### config.mk
export PLATFORM = sky130hd
export DESIGN_NAME = uart_tx_periph_flat
export DESIGN_NICKNAME = d
export VERILOG_FILES = /design/src/rtl/uart_tx_periph_if.sv /design/src/rtl/uart_tx_periph.sv /design/src/flat_wrapper.sv
export SDC_FILE = /design/constraint.sdc
export NUM_CORES = 1
export LEC_CHECK = 0
export CORE_UTILIZATION = 28
export DETAILED_ROUTE_END_ITERATION = 12
export GPL_TIMING_DRIVEN = 0
export SLEW_MARGIN = 20
export SYNTH_ARGS = -nofsm -noshare
export SYNTH_HDL_FRONTEND = slang
export SYNTH_SLANG_ARGS = --single-unit
### constraint.sdc
create_clock -name clk -period 4.6 [get_ports clk]
set_clock_uncertainty 0.1 [all_clocks]
set_input_delay 0.92 -clock clk [delete_from_list [all_inputs] [get_ports clk]]
set_output_delay 0.92 -clock clk [all_outputs]
set_load 0.1 [all_outputs]
### src/rtl/uart_tx_periph_if.sv
// Bus interface for uart_tx_periph: MEM-stage word access signals.
interface uart_tx_periph_if;
    logic [31:0] addr;
    logic        Mem_rd;
    logic        Mem_wr;
    logic [31:0] Write_data;
    logic [31:0] Read_data;

    // Pipeline / bus decoder side.
    modport master (
        output addr,
        output Mem_rd,
        output Mem_wr,
        output Write_data,
        input  Read_data
    );

    // Peripheral side.
    modport slave (
        input  addr,
        input  Mem_rd,
        input  Mem_wr,
        input  Write_data,
        output Read_data
    );
endinterface

### src/rtl/uart_tx_periph.sv
// Memory-mapped 8N1 UART transmitter with TX FIFO, programmable baud divisor and
// drain interrupt. Register window: TXDATA, STATUS, CTRL, BAUDDIV.
// Optional macro UART_TX_PARITY_EN adds a parity bit (CTRL bit2: 0 even, 1 odd).
module uart_tx_periph #(
    parameter logic [31:0] BASE_ADDR   = 32'h4000_0010,
    parameter int unsigned FIFO_DEPTH  = 8,
    parameter logic [15:0] DEFAULT_DIV = 16'd868
) (
    input  logic            clk,
    input  logic            reset,
    uart_tx_periph_if.slave bus,
    output logic            tx,
    output logic            irq
);
    localparam int unsigned PtrW = $clog2(FIFO_DEPTH);
    localparam int unsigned CntW = PtrW + 1;
`ifdef UART_TX_PARITY_EN
    localparam int unsigned CtrlW = 3;
`else
    localparam int unsigned CtrlW = 2;
`endif

    typedef enum logic [2:0] {StIdle, StStart, StData, StParity, StStop} state_e;

    // Register file and FIFO state
    logic [CtrlW-1:0] ctrl_q;
    logic [15:0]      div_q;
    logic             overrun_q;
    logic [7:0]       fifo_q [FIFO_DEPTH];
    logic [PtrW-1:0]  wr_ptr_q, rd_ptr_q;
    logic [CntW-1:0]  count_q, count_d;

    // Transmit FSM state
    state_e           state_q;
    logic             tx_q;
    logic [7:0]       shift_q;
    logic [2:0]       bit_cnt_q;
    logic [15:0]      baud_cnt_q;
    logic [15:0]      bit_div_q;
`ifdef UART_TX_PARITY_EN
    logic             par_q;
`endif

    logic        sel, wr_txdata, wr_status, wr_ctrl, wr_div;
    logic [1:0]  idx;
    logic        full, empty, push, pop, bit_end, busy;
    logic [15:0] div_eff;
    logic [7:0]  head;
    logic [31:0] status;
    logic [31:0] rdata;
    logic        unused_bits;

    assign sel       = (bus.addr[31:4] == BASE_ADDR[31:4]);
    assign idx       = bus.addr[3:2];
    assign wr_txdata = sel && bus.Mem_wr && (idx == 2'd0);
    assign wr_status = sel && bus.Mem_wr && (idx == 2'd1);
    assign wr_ctrl   = sel && bus.Mem_wr && (idx == 2'd2);
    assign wr_div    = sel && bus.Mem_wr && (idx == 2'd3);

    assign full    = (count_q == CntW'(FIFO_DEPTH));
    assign empty   = (count_q == '0);
    assign head    = fifo_q[rd_ptr_q];
    assign div_eff = (div_q == 16'd0) ? 16'd1 : div_q;
    assign bit_end = (baud_cnt_q == bit_div_q - 16'd1);
    assign busy    = (state_q != StIdle);
    // Pops happen when leaving IDLE or at the end of a stop bit (back-to-back frames).
    assign pop     = ctrl_q[0] && !empty &&
                     ((state_q == StIdle) || ((state_q == StStop) && bit_end));
    // A push into a full FIFO is accepted only when a pop frees a slot this cycle.
    assign push    = wr_txdata && (!full || pop);

    assign tx  = tx_q;
    assign irq = ctrl_q[1] && empty && (state_q == StIdle);

    assign unused_bits = ^{bus.addr[1:0], bus.Write_data[31:16]};

    assign status = {17'd0, 7'(count_q), 4'd0, overrun_q, empty, full, busy};

    // Combinational read mux; zero when not addressed.
    always_comb begin
        rdata = '0;
        if (sel && bus.Mem_rd) begin
            case (idx)
                2'd1:    rdata = status;
                2'd2:    rdata = {{(32 - CtrlW){1'b0}}, ctrl_q};
                2'd3:    rdata = {16'd0, div_q};
                default: rdata = '0;
            endcase
        end
    end
    assign bus.Read_data = rdata;

    // FIFO occupancy next-state.
    always_comb begin
        count_d = count_q;
        case ({push, pop})
            2'b10:   count_d = count_q + 1'b1;
            2'b01:   count_d = count_q - 1'b1;
            default: count_d = count_q;
        endcase
    end

    // FIFO storage; contents are don't-care until written.
    always_ff @(posedge clk) begin
        if (push) begin
            fifo_q[wr_ptr_q] <= bus.Write_data[7:0];
        end
    end

    // FIFO pointers, count and software-visible registers.
    always_ff @(posedge clk or posedge reset) begin
        if (reset) begin
            wr_ptr_q  <= '0;
            rd_ptr_q  <= '0;
            count_q   <= '0;
            ctrl_q    <= '0;
            div_q     <= DEFAULT_DIV;
            overrun_q <= 1'b0;
        end else begin
            count_q <= count_d;
            if (push) wr_ptr_q <= wr_ptr_q + 1'b1;
            if (pop)  rd_ptr_q <= rd_ptr_q + 1'b1;
            if (wr_ctrl) ctrl_q <= bus.Write_data[CtrlW-1:0];
            if (wr_div)  div_q  <= bus.Write_data[15:0];
            // A new overrun wins over a same-cycle clear.
            if (wr_txdata && full && !pop) begin
                overrun_q <= 1'b1;
            end else if (wr_status && bus.Write_data[3]) begin
                overrun_q <= 1'b0;
            end
        end
    end

    // Transmit FSM: each bit lasts bit_div_q cycles, latched at every bit boundary.
    always_ff @(posedge clk or posedge reset) begin
        if (reset) begin
            state_q    <= StIdle;
            tx_q       <= 1'b1;
            shift_q    <= '0;
            bit_cnt_q  <= '0;
            baud_cnt_q <= '0;
            bit_div_q  <= 16'd1;
`ifdef UART_TX_PARITY_EN
            par_q      <= 1'b0;
`endif
        end else begin
            if (state_q != StIdle) begin
                baud_cnt_q <= bit_end ? 16'd0 : baud_cnt_q + 16'd1;
            end
            case (state_q)
                StIdle: begin
                    if (pop) begin
                        state_q    <= StStart;
                        tx_q       <= 1'b0;
                        shift_q    <= head;
                        baud_cnt_q <= '0;
                        bit_div_q  <= div_eff;
`ifdef UART_TX_PARITY_EN
                        par_q      <= (^head) ^ ctrl_q[2];
`endif
                    end
                end
                StStart: begin
                    if (bit_end) begin
                        state_q   <= StData;
                        tx_q      <= shift_q[0];
                        bit_cnt_q <= '0;
                        bit_div_q <= div_eff;
                    end
                end
                StData: begin
                    if (bit_end) begin
                        bit_div_q <= div_eff;
                        if (bit_cnt_q == 3'd7) begin
                            bit_cnt_q <= '0;
`ifdef UART_TX_PARITY_EN
                            state_q <= StParity;
                            tx_q    <= par_q;
`else
                            state_q <= StStop;
                            tx_q    <= 1'b1;
`endif
                        end else begin
                            bit_cnt_q <= bit_cnt_q + 3'd1;
                            shift_q   <= {1'b0, shift_q[7:1]};
                            tx_q      <= shift_q[1];
                        end
                    end
                end
`ifdef UART_TX_PARITY_EN
                StParity: begin
                    if (bit_end) begin
                        state_q   <= StStop;
                        tx_q      <= 1'b1;
                        bit_div_q <= div_eff;
                    end
                end
`endif
                StStop: begin
                    if (bit_end) begin
                        bit_div_q <= div_eff;
                        if (pop) begin
                            state_q <= StStart;
                            tx_q    <= 1'b0;
                            shift_q <= head;
`ifdef UART_TX_PARITY_EN
                            par_q   <= (^head) ^ ctrl_q[2];
`endif
                        end else begin
                            state_q <= StIdle;
                        end
                    end
                end
                default: begin
                    state_q <= StIdle;
                    tx_q    <= 1'b1;
                end
            endcase
        end
    end
endmodule

### src/flat_wrapper.sv
// flat-port wrapper written by rule: the top's interface ports become plain ports
module uart_tx_periph_flat 
#(
    parameter logic [31:0] BASE_ADDR   = 32'h4000_0010,
    parameter int unsigned FIFO_DEPTH  = 8,
    parameter logic [15:0] DEFAULT_DIV = 16'd868
)
  (clk, reset, tx, irq, bus_addr, bus_Mem_rd, bus_Mem_wr, bus_Write_data, bus_Read_data);
  uart_tx_periph_if bus_i ();
  input  logic clk;
  input  logic reset;
  output logic tx;
  output logic irq;
  input wire logic [$bits(bus_i.addr)-1:0] bus_addr;
  input wire logic [$bits(bus_i.Mem_rd)-1:0] bus_Mem_rd;
  input wire logic [$bits(bus_i.Mem_wr)-1:0] bus_Mem_wr;
  input wire logic [$bits(bus_i.Write_data)-1:0] bus_Write_data;
  output wire logic [$bits(bus_i.Read_data)-1:0] bus_Read_data;
  assign bus_i.addr = bus_addr;
  assign bus_i.Mem_rd = bus_Mem_rd;
  assign bus_i.Mem_wr = bus_Mem_wr;
  assign bus_i.Write_data = bus_Write_data;
  assign bus_Read_data = bus_i.Read_data;
  uart_tx_periph #(.BASE_ADDR(BASE_ADDR), .FIFO_DEPTH(FIFO_DEPTH), .DEFAULT_DIV(DEFAULT_DIV)) u_core (.clk(clk), .reset(reset), .bus(bus_i), .tx(tx), .irq(irq));
endmodule
; ---- Word level (Yosys, flattened, before mapping)
; Memories as Yosys holds them, arrays and structs flattened.
; Cells that the tools add are included.
[op_classes]
div_mod_pow = 0
shift = 0
muxes = 37
n_addsub = 7
eq_ne = 19
n_bitwise = 0
reduce_logical = 36
n_mul = 0
magnitude_cmp = 0
[op_table]
columns = operator, n
row1 = 16-bit two-way mux, 7
row2 = 16-bit case mux with 3 select lines, 1
row3 = 32-bit two-way mux, 1
row4 = 8-bit two-way mux, 4
row5 = 16-bit case mux with 2 select lines, 1
row6 = 28-bit by 27-bit equality test with 1-bit output (second input constant), 1
row7 = 3-bit two-way mux, 8
row8 = 8-bit case mux with 3 select lines, 1
row9 = 16-bit by 1-bit adder with 16-bit output (second input constant), 1
row10 = 16-bit equality test, 1
row11 = 16-bit zero test, 1
row12 = 16-bit by 1-bit subtractor with 16-bit output (second input constant), 1
row13 = 1-bit logical AND, 15
row14 = 2-bit by 1-bit != test with 1-bit output (second input constant), 6
row15 = 3-bit case mux with 4 select lines, 1
row16 = 1-bit two-way mux, 10
row17 = 3-bit by 1-bit adder with 3-bit output (second input constant), 3
row18 = 3-bit AND reduction, 3
row19 = 4-bit case mux with 2 select lines, 1
row20 = 2-bit nonzero test, 4
row21 = 2-bit equality test (second input constant), 3
row22 = 3-bit equality test (second input constant), 2
row23 = 3-bit case mux with 2 select lines, 1
row24 = 3-bit nonzero test, 2
row25 = other kinds (16), 20
[totals]
rom_bits = 0
mem_count = 1
wordCells = 112
latch_bits = 0
register_bits = 76
output_inout_bits = 34
input_bits = 68
mem_bits_rw = 64
[memory_table]
columns = memory, depth, word_bits, read_ports, rd_ports_with_merged_regs, write_ports, line_no
row1 = u_core.fifo_q, 8, 8, 1, 0, 1, uart_tx_periph.sv:29  ; logic [7:0] fifo_q [FIFO_DEPTH];

; ---- Logic depth before layout (Yosys ltp)
[logic_depth]
word_depth = 9
ltp_mapped = 17
mapped_depth_nobuf = 16

; ---- Worst setup path before layout
; No wires, ideal clock.
[synth_timing]
kind = register to register
start = reg u_core.bit_div_q[0]
end = mem u_core.fifo_q[2][0], enable pin
required_time_ps = 4102
slack_ps = 355
t_arrival_ps = 3748
synth_period_minus_slack_ps = 4245
stages_incl_launch_ff = 12
setup_ps = 398
path_buffers = 1
path_cell_list = dfstp_2 > inv_1 > ha_1 > or3b_1 > buf_2 > or4_4 > a2111oi_4 > o211a_1 > nand4_2 > a21oi_4 > o21ai_2 > nor4b_1
[synth_between]
elab_chain_len = 9
[synth_lines]
columns = item, line_no
row1 = start: declaration, uart_tx_periph.sv:39  ; logic [15:0] bit_div_q;
row2 = start signal: assignment, uart_tx_periph.sv:157  ; bit_div_q <= div_eff;
row3 = start signal: assignment, uart_tx_periph.sv:168  ; bit_div_q <= div_eff;
row4 = start signal: assignment, uart_tx_periph.sv:173  ; bit_div_q <= div_eff;
row5 = 16-bit by 1-bit subtractor with 16-bit output, uart_tx_periph.sv:64  ; assign bit_end = (baud_cnt_q == bit_div_q - 16'd1);
row6 = 16-bit equality test, uart_tx_periph.sv:64
row7 = 1-bit logical AND, uart_tx_periph.sv:68  ; ((state_q == StIdle) || ((state_q == StStop) && bit_end));
row8 = 1-bit logical OR, uart_tx_periph.sv:68
row9 = 1-bit logical AND, uart_tx_periph.sv:67  ; assign pop = ctrl_q[0] && !empty &&
row10 = 1-bit logical OR, uart_tx_periph.sv:70  ; assign push = wr_txdata && (!full || pop);
row11 = 1-bit logical AND, uart_tx_periph.sv:70
row12 = 1-bit two-way mux, uart_tx_periph.sv:105  ; if (push) begin
row13 = 1-bit two-way mux (not written as such), uart_tx_periph.sv:106  ; fifo_q[wr_ptr_q] <= bus.Write_data[7:0];
row14 = end: declaration, uart_tx_periph.sv:29
; Every way passes these cells.

; ---- Worst setup path in the final report
[layout_timing]
start = in bus_addr[5]
end = out bus_Read_data[4]
[layout_between]
elab_chain_len = 3
[layout_lines]
columns = item, line_no
row1 = start: declaration, flat_wrapper.sv:14  ; input wire logic [$bits(bus_i.addr)-1:0] bus_addr;
row2 = 28-bit by 27-bit equality test with 1-bit output, uart_tx_periph.sv:53  ; assign sel = (bus.addr[31:4] == BASE_ADDR[31:4]);
row3 = 1-bit logical AND, uart_tx_periph.sv:82  ; if (sel && bus.Mem_rd) begin
row4 = 32-bit two-way mux, uart_tx_periph.sv:82
row5 = end: declaration, flat_wrapper.sv:18  ; output wire logic [$bits(bus_i.Read_data)-1:0] bus_Read_data;
; Every way passes these cells.

==> run_results.csv <==
group,metric,value,unit
grt,grt_overflow,0,
place,placed_cells,985,
logic_synthesis,yosysWarningCount,0,
grt,first_global_vias,4828,
detailed_routing,drtIter0Drc,290,
sta,worst_pin_slew,1030,ps
logic_synthesis,ys_seq_area_share,54.2,%
finish,synthToLayoutAreaGrowth,25.2,%
die,core.rowCount,57,
finish,drive_gt1_share,22.7,%
finish,design_area,8860,um^2
sta,slew_headroom,31.2,%
hold_path,whs_path_depth,1,
logic_synthesis,synthXorXnorAreaFrac,3.10,%
worst_setup_path,worstPathArrival,3340,ps
detailed_routing,wl_per_cell,15.5,um
clocking,ctsLongestPathBuffers,2,
worst_setup_path,r2r_start,"u_core.bit_div_q[1]",
die,start_util,28.8,%
hold_path,min-delay-start,"u_core.shift_q[2]",
finish,final_cell_mix,"dfrtp_1 (69), edfxtp_1 (64), clkdlybuf4s50_1 (48)",
detailed_routing,highest_layer,"met4",
worst_setup_path,crit_start,"bus_addr[5]",
clocking,cts.sinks,140,
logic_synthesis,synth.distinct_cells,68,
logic_synthesis,ys.flop_type,"dfrtp_1",
grt,grt_max_degree,54,
clocking,clkTransAtPathRegs,60,ps
sta,clock.fmax,230,MHz
logic_synthesis,synth_edf_count,64,
pwr,power_density,308,nW/um^2
die,ioPinCount,102,
detailed_routing,vias,4895,
sta,tns,0,ps
logic_synthesis,async_reset_ff_share,54.3,%
logic_synthesis,synth.area.mux_share,14.5,%
sta,period_needed,4360,ps
worst_setup_path,crit_fanout,8,
worst_setup_path,path_class,"input pin to output port",
clocking,cts_buffers,17,
sta,fin_hold_ws,411,ps
detailed_routing,viasPerCell,4.80,
place,place_area,8290,um^2
clocking,root_buffer,"clkbuf_16",
logic_synthesis,syn-mean-instance-area,12.3,um^2
pwr,irDropWorstVdd,214,uV
run_status,outcome,"completed",
logic_synthesis,synthCells,575,
detailed_routing,postRouteAntennaNets,0,
pwr,p_leak,3.54,nW
grt,grt_usage,12.9,%
detailed_routing,wl_met2,7200,um
detailed_routing,wl_met1,7620,um
logic_synthesis,yosysTopAreaCellShare,27.2,%
worst_setup_path,end_kind,"output port",
worst_setup_path,worstSetupStartpointType,"input pin",
finish,antenna_cells,0,
worst_setup_path,crit_required,3580,ps
clocking,cts_tree,"yes",
logic_synthesis,yosys.area_share.adder,1.70,%
sta,finalMaxSlewViolations,0,
sta,setup_viol,0,
place,gp_congestion,0.777,
flow_run,maxCapViolations,0,
finish,final_common_cell,"dfrtp_1",
hold_path,min-delay-path-class,"flop to flop",
logic_synthesis,synth_top_family_by_area,"multiplexers",
worst_setup_path,r2r_cells,12,
place,dp_hpwl,11700,um
detailed_routing,met3_length,825,um
logic_synthesis,ys_ff_latch,140,
die,core_area,24500,um^2
sta,hold_violations,0,
sta,rsz0062_at_grt,"no",
logic_synthesis,synth_compound_area_share,8.38,%
die,die_w,161,um
finish,finalNonFillerCells,1020,
logic_synthesis,synth_top_cell_by_area,"edfxtp_1",
die,die_y,161,um
grt,antenna_found_initial,0,
logic_synthesis,syn_area,7070,um^2
place,port-buffer-count,65,
logic_synthesis,netlist_top_cells_area,"edfxtp_1 (27%), dfrtp_1 (24%), mux2_2 (5.4%)",
clocking,worstSkewPairLatency,420,ps
detailed_routing,first_pass_iters,5,
logic_synthesis,synthSimpleGateAreaFrac,14.0,%
die,die_area,25900,um^2
detailed_routing,drt-total-wl,15800,um
finish,fillCellCount,2443,
finish,nNetsFinal,760,
grt,grt_pass1_wl,26000,um
pwr,finalPower,2.73,mW
detailed_routing,drcViolationCount,0,
clocking,h-tree-depth,4,
sta,min_period_over_period,94.7,%
==> path summary, 6_finish.rpt <==
| kind | to | slack, ps |
|---|---|---|
| worst max-delay path | bus_Read_data[4] | 240 |
| min in group asynchronous | u_core.rd_ptr_q[1] | 730 |
| worst min register to register | u_core.shift_q[2] | 410 |
| worst max register to register | u_core.fifo_q[4][0] | 300 |
| max in group asynchronous | u_core.div_q[9] | 3030 |
| worst min-delay path | u_core.shift_q[2] | 410 |
==> final cells by class <==
class	instances	area [um^2]	area share, %
inverter	14	55.1	0.622
clock buffer	17	425	4.80
tap	324	405	4.58
clock inverter	15	128	1.44
multi-input combinational	393	3090	34.9
buffer	43	234	2.64
sequential	140	3830	43.3
timing repair buffer	74	686	7.74
==> worst max-delay path, stage by stage <==
cell,delay [ps]
clkdlybuf4s50_1,410
nor4b_1,340
nand4_1,210
nor2_4,290
nand3_1,290
nor2_4,280
and2_1,170
buf_2,420
==> power breakdown <==
group | internal, mW | switching [mW]
Sequential | 1.31 | 0.000000282
Clock | 0.708 | 0.572
Combinational | 0.0497 | 0.0912
Total | 2.07 | 0.663
==> logic make-up after synthesis <==
family / count (synthesis)
mux: 77
xor+xnor: 25
fa+ha+maj: 9
buf+inv: 57
compound gates: 85
flops: 140
simple gates: 181
other cells: 1
==> flip-flops by register name, indices dropped and copies added (netlist names) <==
signal	count
u_core.fifo_q	64
u_core.bit_div_q	16
u_core.rd_ptr_q	3
u_core.overrun_q	1
u_core.state_q	3
u_core.count_q	4
u_core.bit_cnt_q	3
u_core.ctrl_q	2
u_core.shift_q	8
u_core.baud_cnt_q	16
u_core.wr_ptr_q	3
u_core.tx	1
u_core.div_q	16
==> metal layers <==
| layer | GRT usage (%) | vias to the layer above |
|---|---|---|
| met5 | 0 | - |
| met4 | 4.63 | 0 |
| met3 | 3.10 | 9 |
| met2 | 19.4 | 131 |
| met1 | 17.9 | 2410 |
| li1 | - | 2345 |
==> timing repair <==
item,CTS,global route
resized for setup,60,8
hold buffers,0,0
setup buffers,0,3
endpoints found under the setup margin,16,54
pin swaps,0,1
==> through the flow <==
stage / util, % / setup slack (ps)
2_1_floorplan: - / 355
3_3_place_gp: 33.4 / -911
3_5_place_dp: 33.8 / -1010
4_1_cts: 35.9 / 3.74
5_1_grt: 36.1 / 4.95
6_report: 36.1 / 244
==> cells in the mapped netlist (3+ instances only) <==
| master | count |
|---|---|
| buf_4 | 16 |
| buf_2 | 4 |
| mux2_1 | 10 |
| nand4b_1 | 3 |
| a21oi_1 | 19 |
| or3_1 | 10 |
| xnor2_1 | 19 |
| o2bb2ai_1 | 3 |
| mux4_2 | 16 |
| nor3_1 | 20 |
| ha_1 | 8 |
| dfrtp_1 | 69 |
| a21o_1 | 3 |
| nor4_1 | 15 |
| nand2b_1 | 6 |
| xor2_1 | 6 |
| nand3b_1 | 3 |
| clkbuf_1 | 19 |
| a31oi_1 | 9 |
| nand2_1 | 35 |
| nand4_1 | 3 |
| o21ai_1 | 3 |
| o21ai_0 | 21 |
| buf_1 | 3 |
| dfstp_2 | 7 |
| nor2_1 | 30 |
| mux2_2 | 34 |
| edfxtp_1 | 64 |
| nor4b_1 | 6 |
| and3_1 | 14 |
| inv_1 | 14 |
| and2_1 | 11 |
| nand3_1 | 12 |
| mux2i_1 | 17 |
Power figures use the tool's default switching activity.
==> variant: new RTL, same flow settings <==
`FIFO_DEPTH` is set to 8 in 2 places; all go to 4.
--- a/src/rtl/uart_tx_periph.sv
+++ b/src/rtl/uart_tx_periph.sv
@@ -3,7 +3,7 @@
 // Optional macro UART_TX_PARITY_EN adds a parity bit (CTRL bit2: 0 even, 1 odd).
 module uart_tx_periph #(
     parameter logic [31:0] BASE_ADDR   = 32'h4000_0010,
-    parameter int unsigned FIFO_DEPTH  = 8,
+    parameter int unsigned FIFO_DEPTH  = 4,
     parameter logic [15:0] DEFAULT_DIV = 16'd868
 ) (
     input  logic            clk,
--- a/src/flat_wrapper.sv
+++ b/src/flat_wrapper.sv
@@ -2,7 +2,7 @@
 module uart_tx_periph_flat 
 #(
     parameter logic [31:0] BASE_ADDR   = 32'h4000_0010,
-    parameter int unsigned FIFO_DEPTH  = 8,
+    parameter int unsigned FIFO_DEPTH  = 4,
     parameter logic [15:0] DEFAULT_DIV = 16'd868
 )
   (clk, reset, tx, irq, bus_addr, bus_Mem_rd, bus_Mem_wr, bus_Write_data, bus_Read_data);
Check against the original RTL: not equivalent (Yosys sat finds a counterexample within 10 cycles, from zero or initial values and one cycle with reset high).
==> variant against the original RTL <==
- utilization down 0.38 points
- routed wire length down 18%
- power down 32%
- non-clock buffer count down 15
- design area down 20%
- sequential cell count down 35
- area after synthesis down 20%
- worst setup slack worse by 0.051 ns
- clock power down 40%
- critical endpoint is now bus_Read_data[2]
- largest power group unchanged
==> variant: results <==
[power]
p_clk_frac = 0.410
leakagePower_nw = 3.03
internal_power_w = 0.00139

[status]
outcome = finished, final reports clean

[cts]
cts_resized = 63
clk_latency_ns = 0.36

[drt]
met1Wirelength_um = 5870
viasPerCell = 4.78
drtPass1Iterations = 4

[logic_synthesis]
synthTopCellsByArea = dfrtp_1, edfxtp_1, mux2_2
synth_edf_count = 32
seq_area_frac_synth = 0.491
async_reset_ff_frac = 0.695
synth_compound_area_frac = 0.0686

[cells_and_area]
multi_input_area_sq_mm = 0.00266
final-seq-area_sq_mm = 0.00280
drive_above_1_share = 0.225
non_clock_buffer_area_share = 0.128
clock_buffers = 9
multi_input_cells = 352

[placement]
place.gp.congestion = 0.841
hpwlAfterDp_um = 9960
pre_cts_slack_ns = -0.808

[grt]
grt_max_degree = 55
met3_usage = 0.0235
met1_usage = 0.168
grt_pass1_vias = 4177
grt_util_all_layers = 0.134

[setup_path]
crit_path_top_delay_cell = clkdlybuf4s15_2
slowest_delay_ns = 0.59
crit_fanout = 6
## variant: changes by cell type after synthesis, moves of 15 or more
cell      unedited run  this run
edfxtp_1            64        32
o21ai_0             21         6
nor2_1              30        52
nand2_1             35        20
## variant: through the flow
stage          power [W]  instance area [sq um]  utilization  cells
2_1_floorplan    0.00106                   5750            -    508
5_1_grt          0.00193                   7040        0.357    855
4_1_cts          0.00188                   7020        0.356    855
3_3_place_gp     0.00112                   6730        0.341    838
6_report         0.00187                   7040        0.357    855
3_5_place_dp     0.00112                   6760        0.343    839
## variant: path summary, 6_finish.rpt
path,slack [ns],startpoint,end
max in group asynchronous,3.02,reset,u_core.div_q[2]
min,0.40,u_core.tx,u_core.tx
max reg2reg,0.57,u_core.bit_div_q[1],u_core.count_q[2]
min in group asynchronous,0.77,reset,u_core.bit_cnt_q[2]
max,0.19,bus_addr[13],bus_Read_data[2]
min reg2reg,0.40,u_core.tx,u_core.tx
